`src/rtl/isr_trap_seq.sv`:
```
// Exception entry / return-from-exception sequencer: saves and restores control
// registers, swaps the stack pointer and redirects fetch to the vector or saved PC.
module isr_trap_seq #(
    parameter int VEC_SHIFT = 3
) (
    input  logic        clock,
    input  logic        reset,
    input  logic        hold,
    input  logic        exc_req,
    input  logic [15:0] exc_code,
    input  logic [63:0] exc_tea,
    input  logic        rte_req,
    input  logic [47:0] cur_pc,
    input  logic [63:0] cur_sr,
    input  logic [63:0] cur_exsr,
    input  logic [47:0] cur_spc,
    input  logic [47:0] cur_ssp,
    input  logic [63:0] cur_tea,
    input  logic [47:0] cur_vbr,
    input  logic [47:0] cur_sp,
    output logic [63:0] out_sr,
    output logic [63:0] out_exsr,
    output logic [47:0] out_spc,
    output logic [47:0] out_ssp,
    output logic [63:0] out_tea,
    output logic        sp_wr,
    output logic [47:0] sp_val,
    output logic        redir,
    output logic [47:0] redir_pc,
    output logic        flush,
    output logic        exc_ack,
    output logic        rte_ack,
    output logic        busy,
    output logic        lockup
);

    typedef enum logic [2:0] {
        IDLE    = 3'd0,
        E_SAVE  = 3'd1,
        E_REDIR = 3'd2,
        R_SAVE  = 3'd3,
        R_REDIR = 3'd4,
        LOCK    = 3'd5
    } state_t;

    state_t      state;
    logic [47:0] pc_q;      // faulting PC on entry, saved SPC on return
    logic [63:0] sr_q;
    logic [47:0] sp_q;
    logic [47:0] ssp_q;
    logic [15:0] code_q;
    logic [63:0] tea_q;
    logic [47:0] vbr_q;
    logic [31:0] exsr_hi_q;
    logic [47:0] vec_pc;

    assign vec_pc = vbr_q + (48'(code_q[15:12]) << VEC_SHIFT);
    assign busy   = (state != IDLE);
    assign sp_val = ssp_q;

    // NOTE: every register here is assigned with <= so all of them sample the
    // same pre-edge values regardless of statement order.
    always_ff @(posedge clock) begin
        if (reset) begin
            state     <= IDLE;
            lockup    <= 1'b0;
            sp_wr     <= 1'b0;
            redir     <= 1'b0;
            flush     <= 1'b0;
            exc_ack   <= 1'b0;
            rte_ack   <= 1'b0;
            pc_q      <= '0;
            sr_q      <= '0;
            sp_q      <= '0;
            ssp_q     <= '0;
            code_q    <= '0;
            tea_q     <= '0;
            vbr_q     <= '0;
            exsr_hi_q <= '0;
        end else if (!hold) begin
            sp_wr   <= 1'b0;
            redir   <= 1'b0;
            flush   <= 1'b0;
            exc_ack <= 1'b0;
            rte_ack <= 1'b0;
            case (state)
                IDLE: begin
                    if (exc_req) begin
                        if (cur_sr[28]) begin
                            state  <= LOCK;
                            lockup <= 1'b1;
                        end else begin
                            pc_q   <= cur_pc;
                            sr_q   <= cur_sr;
                            sp_q   <= cur_sp;
                            ssp_q  <= cur_ssp;
                            code_q <= exc_code;
                            tea_q  <= exc_tea;
                            vbr_q  <= cur_vbr;
                            state  <= E_SAVE;
                            sp_wr  <= 1'b1;
                            flush  <= 1'b1;
                        end
                    end else if (rte_req && !rte_ack) begin
                        // rte_ack guard stops a still-held request from re-pulsing
                        if (cur_sr[28]) begin
                            exsr_hi_q <= cur_exsr[63:32];
                            pc_q      <= cur_spc;
                            sp_q      <= cur_sp;
                            ssp_q     <= cur_ssp;
                            sr_q      <= cur_sr;
                            state     <= R_SAVE;
                            sp_wr     <= 1'b1;
                            flush     <= 1'b1;
                        end else begin
                            rte_ack <= 1'b1;
                        end
                    end
                end
                E_SAVE: begin
                    state   <= E_REDIR;
                    redir   <= 1'b1;
                    exc_ack <= 1'b1;
                    flush   <= 1'b1;
                end
                R_SAVE: begin
                    state   <= R_REDIR;
                    redir   <= 1'b1;
                    rte_ack <= 1'b1;
                    flush   <= 1'b1;
                end
                E_REDIR, R_REDIR: state <= IDLE;
                LOCK:             state <= LOCK;
                default:          state <= IDLE;
            endcase
        end
    end

    // NOTE: defaults first so every path assigns every output and no latch is inferred.
    always_comb begin
        out_sr   = cur_sr;
        out_exsr = cur_exsr;
        out_spc  = cur_spc;
        out_ssp  = cur_ssp;
        out_tea  = cur_tea;
        redir_pc = (state == R_REDIR) ? pc_q : vec_pc;
        case (state)
            E_SAVE: begin
                out_spc  = pc_q;
                out_exsr = {sr_q[31:0], 16'h0, code_q};
                out_tea  = tea_q;
                out_ssp  = sp_q;
                out_sr   = sr_q | 64'h0000_0000_7000_0000;
            end
            R_SAVE: begin
                out_sr  = {sr_q[63:32], exsr_hi_q};
                out_ssp = sp_q;
            end
            default: ;
        endcase
    end

endmodule

```
`config.mk`:
```
export PLATFORM = sky130hd
export DESIGN_NAME = isr_trap_seq
export DESIGN_NICKNAME = d
export VERILOG_FILES = /design/src/rtl/isr_trap_seq.sv
export SDC_FILE = /design/constraint.sdc
export NUM_CORES = 1
export LEC_CHECK = 0
export BUFFER_PORTS_ARGS = -buffer_cell sky130_fd_sc_hd__buf_4
export CORE_AREA = 8 8 345 347
export DETAILED_ROUTE_END_ITERATION = 7
export DIE_AREA = 0 0 353 355
export GPL_TIMING_DRIVEN = 0
export PLACE_DENSITY = 0.33
export SYNTH_ARGS = -nofsm -noshare
export SYNTH_HDL_FRONTEND = slang
export SYNTH_SLANG_ARGS = --single-unit
```
`constraint.sdc`:
```
create_clock -name clock -period 4 [get_ports clock]
set_clock_uncertainty 0.2 [all_clocks]
set_input_delay 0.2 -clock clock [delete_from_list [all_inputs] [get_ports clock]]
set_output_delay 0.2 -clock clock [all_outputs]
set_load 0.02 [all_outputs]
```
==> results.json, run 1 <==
{
  "outcome": "finished, final reports clean",
  "critPathMaxFanout": 6,
  "floorplan.die_area_um2": 125000,
  "routedWlPerCell_um": 23.9,
  "grt_util_all_layers": 0.192,
  "ioPinCount": 908,
  "clkSlewWorstSetupHoldPaths_ns": 0.06,
  "slew_headroom": 0.162,
  "cellLeakagePower_nw": 13.7,
  "cts.path.max_buffers": 3,
  "crit_type": "reg -> out",
  "die_h_um": 355,
  "vdd_drop_max_mv": 0.286,
  "via_per_inst": 4.14,
  "core-area_um2": 114000,
  "num_vias": 22000,
  "drtPass1Iterations": 5,
  "antenna_left": 0,
  "critPathLaunchType": "register",
  "seq_area_frac_synth": 0.405,
  "synthAdderAreaFrac": 0.00376,
  "fin_nets": 4278,
  "htree_num_levels": 2,
  "synth_edf_count": 0,
  "root_buffer": "clkbuf_16",
  "fin_ws_ns": 0.203,
  "cts_tree": "built",
  "synth-xor-area-share": 0.0117,
  "finalHoldViolations": 0,
  "routed_wl_um": 127000,
  "synth_compound_area_frac": 0.135,
  "ys.flop_type": "dfxtp_1",
  "fmax_mhz": 263,
  "grt_pass1_vias": 23500,
  "syn_inst": 2343,
  "syn-num-nets": 2865,
  "yosys.cell_types.count": 48,
  "syn-cell-area_um2": 18600,
  "synth_warnings": 0,
  "worstSetupEndpointType": "output pin",
  "dp_slack_ns": -0.728,
  "grt_pass1_wl_um": 177000,
  "drc": 0,
  "synth.ff_latch_count": 377,
  "async_reset_ff_frac": 0,
  "area_delta_synth_final_pct": 80.8,
  "cts_sinks": 377,
  "die_width_um": 353,
  "row_count": 124,
  "gp_congestion": 0.833,
  "cp.required_ns": 3.60,
  "setup_viol": 0,
  "start_util": 0.164,
  "synth_top_family_by_area": "simple AND/OR/NAND/NOR gates",
  "yosys.area_share.simple": 0.208,
  "slew_violations": 0,
  "worstMarginPinSlew_ns": 1.26,
  "pwr_density_cell_nw_per_um2": 354,
  "port_buffers": 905,
  "grt_setup_unrepaired": "false",
  "grt_max_degree": 14,
  "hp-class": "in -> reg",
  "antenna_found_initial": 27,
  "drtIter0Drc": 958,
  "synthMuxAreaShare": 0.193,
  "maxCapViolCount": 0,
  "gr-total-overflow": 0,
  "power_w": 0.0119,
  "min_period_ns": 3.80,
  "drive_gt1_frac": 0.318,
  "syn_area_per_cell_um2": 7.96,
  "clock_latency_ns": 0.62,
  "dpl.hpwl_um": 104000,
  "arrival_ns": 3.40,
  "fin_crit_sh": 0.949,
  "cts_made_buffers": 51
}
==> cell usage in the layout, fill, tap and decap left out, types with 18 or more instances in the layout <==
master | Yosys | layout
nor2_1 | 89 | 88
buf_2 | 58 | 57
mux2i_1 | 88 | 88
a211oi_1 | 50 | 49
buf_4 | 0 | 910
dlygate4sd3_1 | 0 | 452
mux2_2 | 139 | 139
clkbuf_1 | 124 | 132
clkbuf_16 | 0 | 52
nand3_1 | 18 | 18
o21ai_0 | 41 | 41
mux2_1 | 102 | 102
a21oi_1 | 336 | 335
nand2_1 | 732 | 732
dfxtp_1 | 377 | 376
==> synth_stat cells, types with 8 or more instances <==
master      n  area share
a21oi_1   336       0.090
xor2_1     11      0.0052
mux2_2    139       0.084
nor2b_1    17      0.0057
o21ai_0    41       0.011
xnor2_1    14      0.0066
mux2_1    102       0.062
nand2_1   732        0.15
o21ai_1    17      0.0046
buf_2      58       0.016
nand3_1    18      0.0048
mux2i_1    88       0.047
nor3_1     10      0.0027
and3_1      8      0.0027
and4_1     10      0.0047
nor4_1     18      0.0060
and2_1     13      0.0044
dfxtp_1   377        0.40
a211oi_1   50       0.020
clkbuf_1  124       0.025
nor2_1     89       0.018
nand4_1    13      0.0044
==> layer usage <==
metal / GRT usage / vias to the layer above / part of all wire
met1: 0.227 / 10400 / 0.41
li1: - / 10800 / -
met5: 0 / - / 0.00043
met3: 0.0487 / 117 / 0.061
met2: 0.346 / 664 / 0.50
met4: 0.0417 / 8 / 0.022
==> report_power, final <==
group | switching [W] | leakage, nW | total (W) | internal (W)
registers | 0.000141 | 3.06 | 0.00406 | 0.00391
logic | 0.00167 | 9.80 | 0.00309 | 0.00143
clock network | 0.00193 | 0.842 | 0.00480 | 0.00287
==> cell families after synthesis <==
family,count (synthesis)
DFF,377
AOI/OAI and AO/OA,466
xor gates and xnor gates,25
buffers and inverters,195
and+or+nand+nor,946
muxes,329
adders and majority gates,5
==> what timing repair did <==
action,in CTS,in global routing
hold endpoints to repair,375,0
pin swaps,2,0
setup endpoints to repair,280,8
hold buffers,452,0
buffers inserted,2,0
resized for setup,23,7
==> metrics by stage <==
stage / setup TNS, ns / std cells / instance area, µm² / util / hold slack (ns)
after global routing: 0 / 5311 / 33700 / 0.297 / 0.153
after detailed placement: -41.55 / 4761 / 27300 / 0.241 / 0.245
after global placement: -56.14 / 4760 / 27300 / 0.241 / 0.243
final: 0 / 5317 / 33700 / 0.297 / 0.179
after CTS: 0 / 5306 / 33700 / 0.297 / 0.116
after floorplan: 0 / 2343 / 18600 / - / 0.136
==> flip-flops by register name (all words and copies together) (netlist names) <==
name       flops
code_q        16
exsr_hi_q     32
exc_ack        1
sp_wr          1
sp_q          48
tea_q         64
vbr_q         48
redir          1
state          3
sp_val        48
sr_q          64
pc_q          48
rte_ack        1
lockup         1
flush          1
==> critical path, cell delays in order, from the launching register on <==
cell and delay [ns]:
dfxtp_4 0.42, ha_1 0.20, inv_1 0.06, fa_1 0.40, nand2b_2 0.30, a21oi_4 0.26, nand3_1 0.25, or3_1 0.41
a31oi_1 0.26, buf_4 0.20
==> cell type report <==
type | count | area, µm²
multi-input cells | 1771 | 10300
flip-flops and latches | 377 | 7550
well taps | 1512 | 1890
inverters | 7 | 26.3
repair buffers | 1360 | 11300
diodes | 11 | 27.5
plain buffers | 188 | 825
fillers | 12600 | 79800
clock buffers | 79 | 1530
clock inverters | 12 | 175
==> worst paths after layout <==
path / start / end / slack, ns / depth (start not counted)
min reg2reg: exsr_hi_q[22]$_SDFFE_PP0P_ / exsr_hi_q[22]$_SDFFE_PP0P_ / 0.25 / 2
max reg2reg: state[1]$_SDFFE_PP0P_ / sr_q[48]$_SDFFE_PP0P_ / 0.54 / 8
min: cur_sp[43] / sp_q[43]$_SDFFE_PP0P_ / 0.18 / 4
max: code_q[12]$_SDFFE_PP0P_ / redir_pc[33] / 0.20 / 9
No activity file was read; power rests on OpenSTA's default activity.
==> run 2: changes to the inputs <==
GPL_TIMING_DRIVEN = unset   (was 0)
==> run 2 against run 1 <==
Count of clock-buffer cells in the layout is 2 lower. Critical path depth is 1 higher. Critical path type unchanged. Largest power group unchanged. Routed wire length is 13% lower. Fmax is 1.1% higher.
==> results.json, run 2 (same netlist as run 1, synthesis figures left out) <==
{
  "root_buffer": "clkbuf_16",
  "dp.cells": 4608,
  "routed_wl_um": 111000,
  "area_delta_synth_final_pct": 81.4,
  "top_regs": "sr_q: 64 flops, tea_q: 64 flops",
  "grt_util_all_layers": 0.167,
  "drc": 0,
  "cp.required_ns": 3.60,
  "arrival_ns": 3.36,
  "start_util": 0.164,
  "core-area_um2": 114000,
  "r2r_slack_ns": 0.60,
  "gp_congestion": 0.792,
  "final_cell_mix": "927 x buf_4, 730 x nand2_1, 501 x dlygate4sd3_1, 376 x dfxtp_1, 336 x a21oi_1",
  "cts_tree": "built",
  "pwr_density_cell_nw_per_um2": 352,
  "antenna_left": 0,
  "outcome": "finished, final reports clean",
  "place_area_um2": 27000,
  "post_cts_resized": 0,
  "floorplan.die_area_um2": 125000,
  "critPathSlowestCell": "nor4_1",
  "hp-class": "in -> reg",
  "worstSetupEndpointType": "output pin",
  "die_h_um": 355,
  "maxCapViolCount": 0,
  "cp_cell_sequence": "buf_4 > ha_1 > inv_1 > fa_1 > nand2b_1 > a211o_1 > nor4_1 > nand4b_1 > a31oi_1 > buf_4",
  "die_width_um": 353,
  "grt_setup_unrepaired": "false",
  "grt_pass1_vias": 23000,
  "port_buffers": 907,
  "crit_top_cell": "buf_4",
  "ioPinCount": 908,
  "cts_sinks": 377,
  "finalHoldViolations": 0,
  "fin_nets": 4172,
  "layout_commonest_cell": "buf_4",
  "num_vias": 21300,
  "drtIter0Drc": 947,
  "cts.path.max_buffers": 3,
  "via_per_inst": 4.08,
  "final.fill_count": 12400,
  "fin_util": 0.298,
  "vdd_drop_max_mv": 0.297,
  "slowest_delay_ns": 0.45,
  "clock_latency_ns": 0.61,
  "slew_violations": 0,
  "stdcell_count": 5209,
  "finalSetupTns_ns": 0,
  "fin_area_um2": 33800,
  "dpl.hpwl_um": 83300,
  "worstMarginPinSlew_ns": 1.01,
  "slew_headroom": 0.328,
  "fmax_mhz": 266,
  "cellLeakagePower_nw": 13.9,
  "seq_area_um2": 7550,
  "grt_pass1_wl_um": 160000,
  "multi_input_area_um2": 10300,
  "grt_max_degree": 162,
  "cts_made_buffers": 51,
  "fin_crit_sh": 0.939,
  "clkSlewWorstSetupHoldPaths_ns": 0.06,
  "setup_viol": 0,
  "critPathLaunchType": "register",
  "crit_type": "reg -> out",
  "drive_gt1_frac": 0.319,
  "htree_num_levels": 2,
  "critPathMaxFanout": 5,
  "min_period_ns": 3.76,
  "routedWlPerCell_um": 21.3,
  "hold-worst-slack_ns": 0.166,
  "row_count": 124,
  "drtPass1Iterations": 5,
  "gr-total-overflow": 0,
  "antenna_found_initial": 13
}
-- run 2: cell types whose count changed in the layout (fill, tap and decap cells not counted), moves of 5 or more --
cell / before / now
buf_2: 57 / 0
clkbuf_2: 5 / 0
clkbuf_1: 132 / 10
buf_12: 0 / 13
dlygate4sd3_1: 452 / 501
buf_4: 910 / 927
-- run 2: what timing repair did --
action	in CTS	in global routing
endpoints found under the setup margin	0	0
setup buffers	0	0
endpoints found under the hold margin	376	0
hold buffers	501	0
-- run 2: worst paths after layout --
path                      startpoint                          to  cells after the start
max          code_q[12]$_SDFFE_PP0P_                redir_pc[43]                     10
min                       cur_sp[20]       sp_q[20]$_SDFFE_PP0P_                      4
max reg2reg    state[1]$_SDFFE_PP0P_  exsr_hi_q[19]$_SDFFE_PP0P_                      6
min reg2reg    tea_q[9]$_SDFFE_PP0P_       tea_q[9]$_SDFFE_PP0P_                      2
-- run 2: metrics by stage --
stage,power [W],setup WS (ns)
floorplan,0.00533,1.15
global placement,0.00674,0.796
detailed placement,0.00673,0.870
CTS,0.0122,0.156
global route,0.0125,0.00765
finish,0.0119,0.243
-- run 2: area by class of cell --
type | instances | share of cell area
inverters | 7 | 0.000777
multi-input cells | 1771 | 0.306
well taps | 1512 | 0.0559
clock inverters | 15 | 0.00647
repair buffers | 1442 | 0.362
diodes | 8 | 0.000592
clock buffers | 77 | 0.0453
flip-flops and latches | 377 | 0.223
-- run 2: metal layers --
metal	vias to the layer above	track usage	routed length [µm]
li1	10600	-	-
met1	9963	0.194	45500
met2	612	0.300	55700
met3	107	0.0484	7040
met4	4	0.0440	2940
met5	-	0	26
-- run 2: power breakdown --
group | internal [W] | total (W) | switching (W) | leakage, nW
Clock | 0.00290 | 0.00486 | 0.00195 | 0.863
Combinational | 0.00145 | 0.00298 | 0.00153 | 10.0
Sequential | 0.00391 | 0.00406 | 0.000142 | 3.06
Total | 0.00827 | 0.0119 | 0.00362 | 13.9
-- run 2: critical path: cells and delay by family (launching register included) --
family / cells / cell delay [ns]
compound gates: 2 / 0.62
fa+ha+maj: 2 / 0.55
buf+inv: 3 / 0.39
flops: 1 / 0.31
simple gates: 3 / 0.87
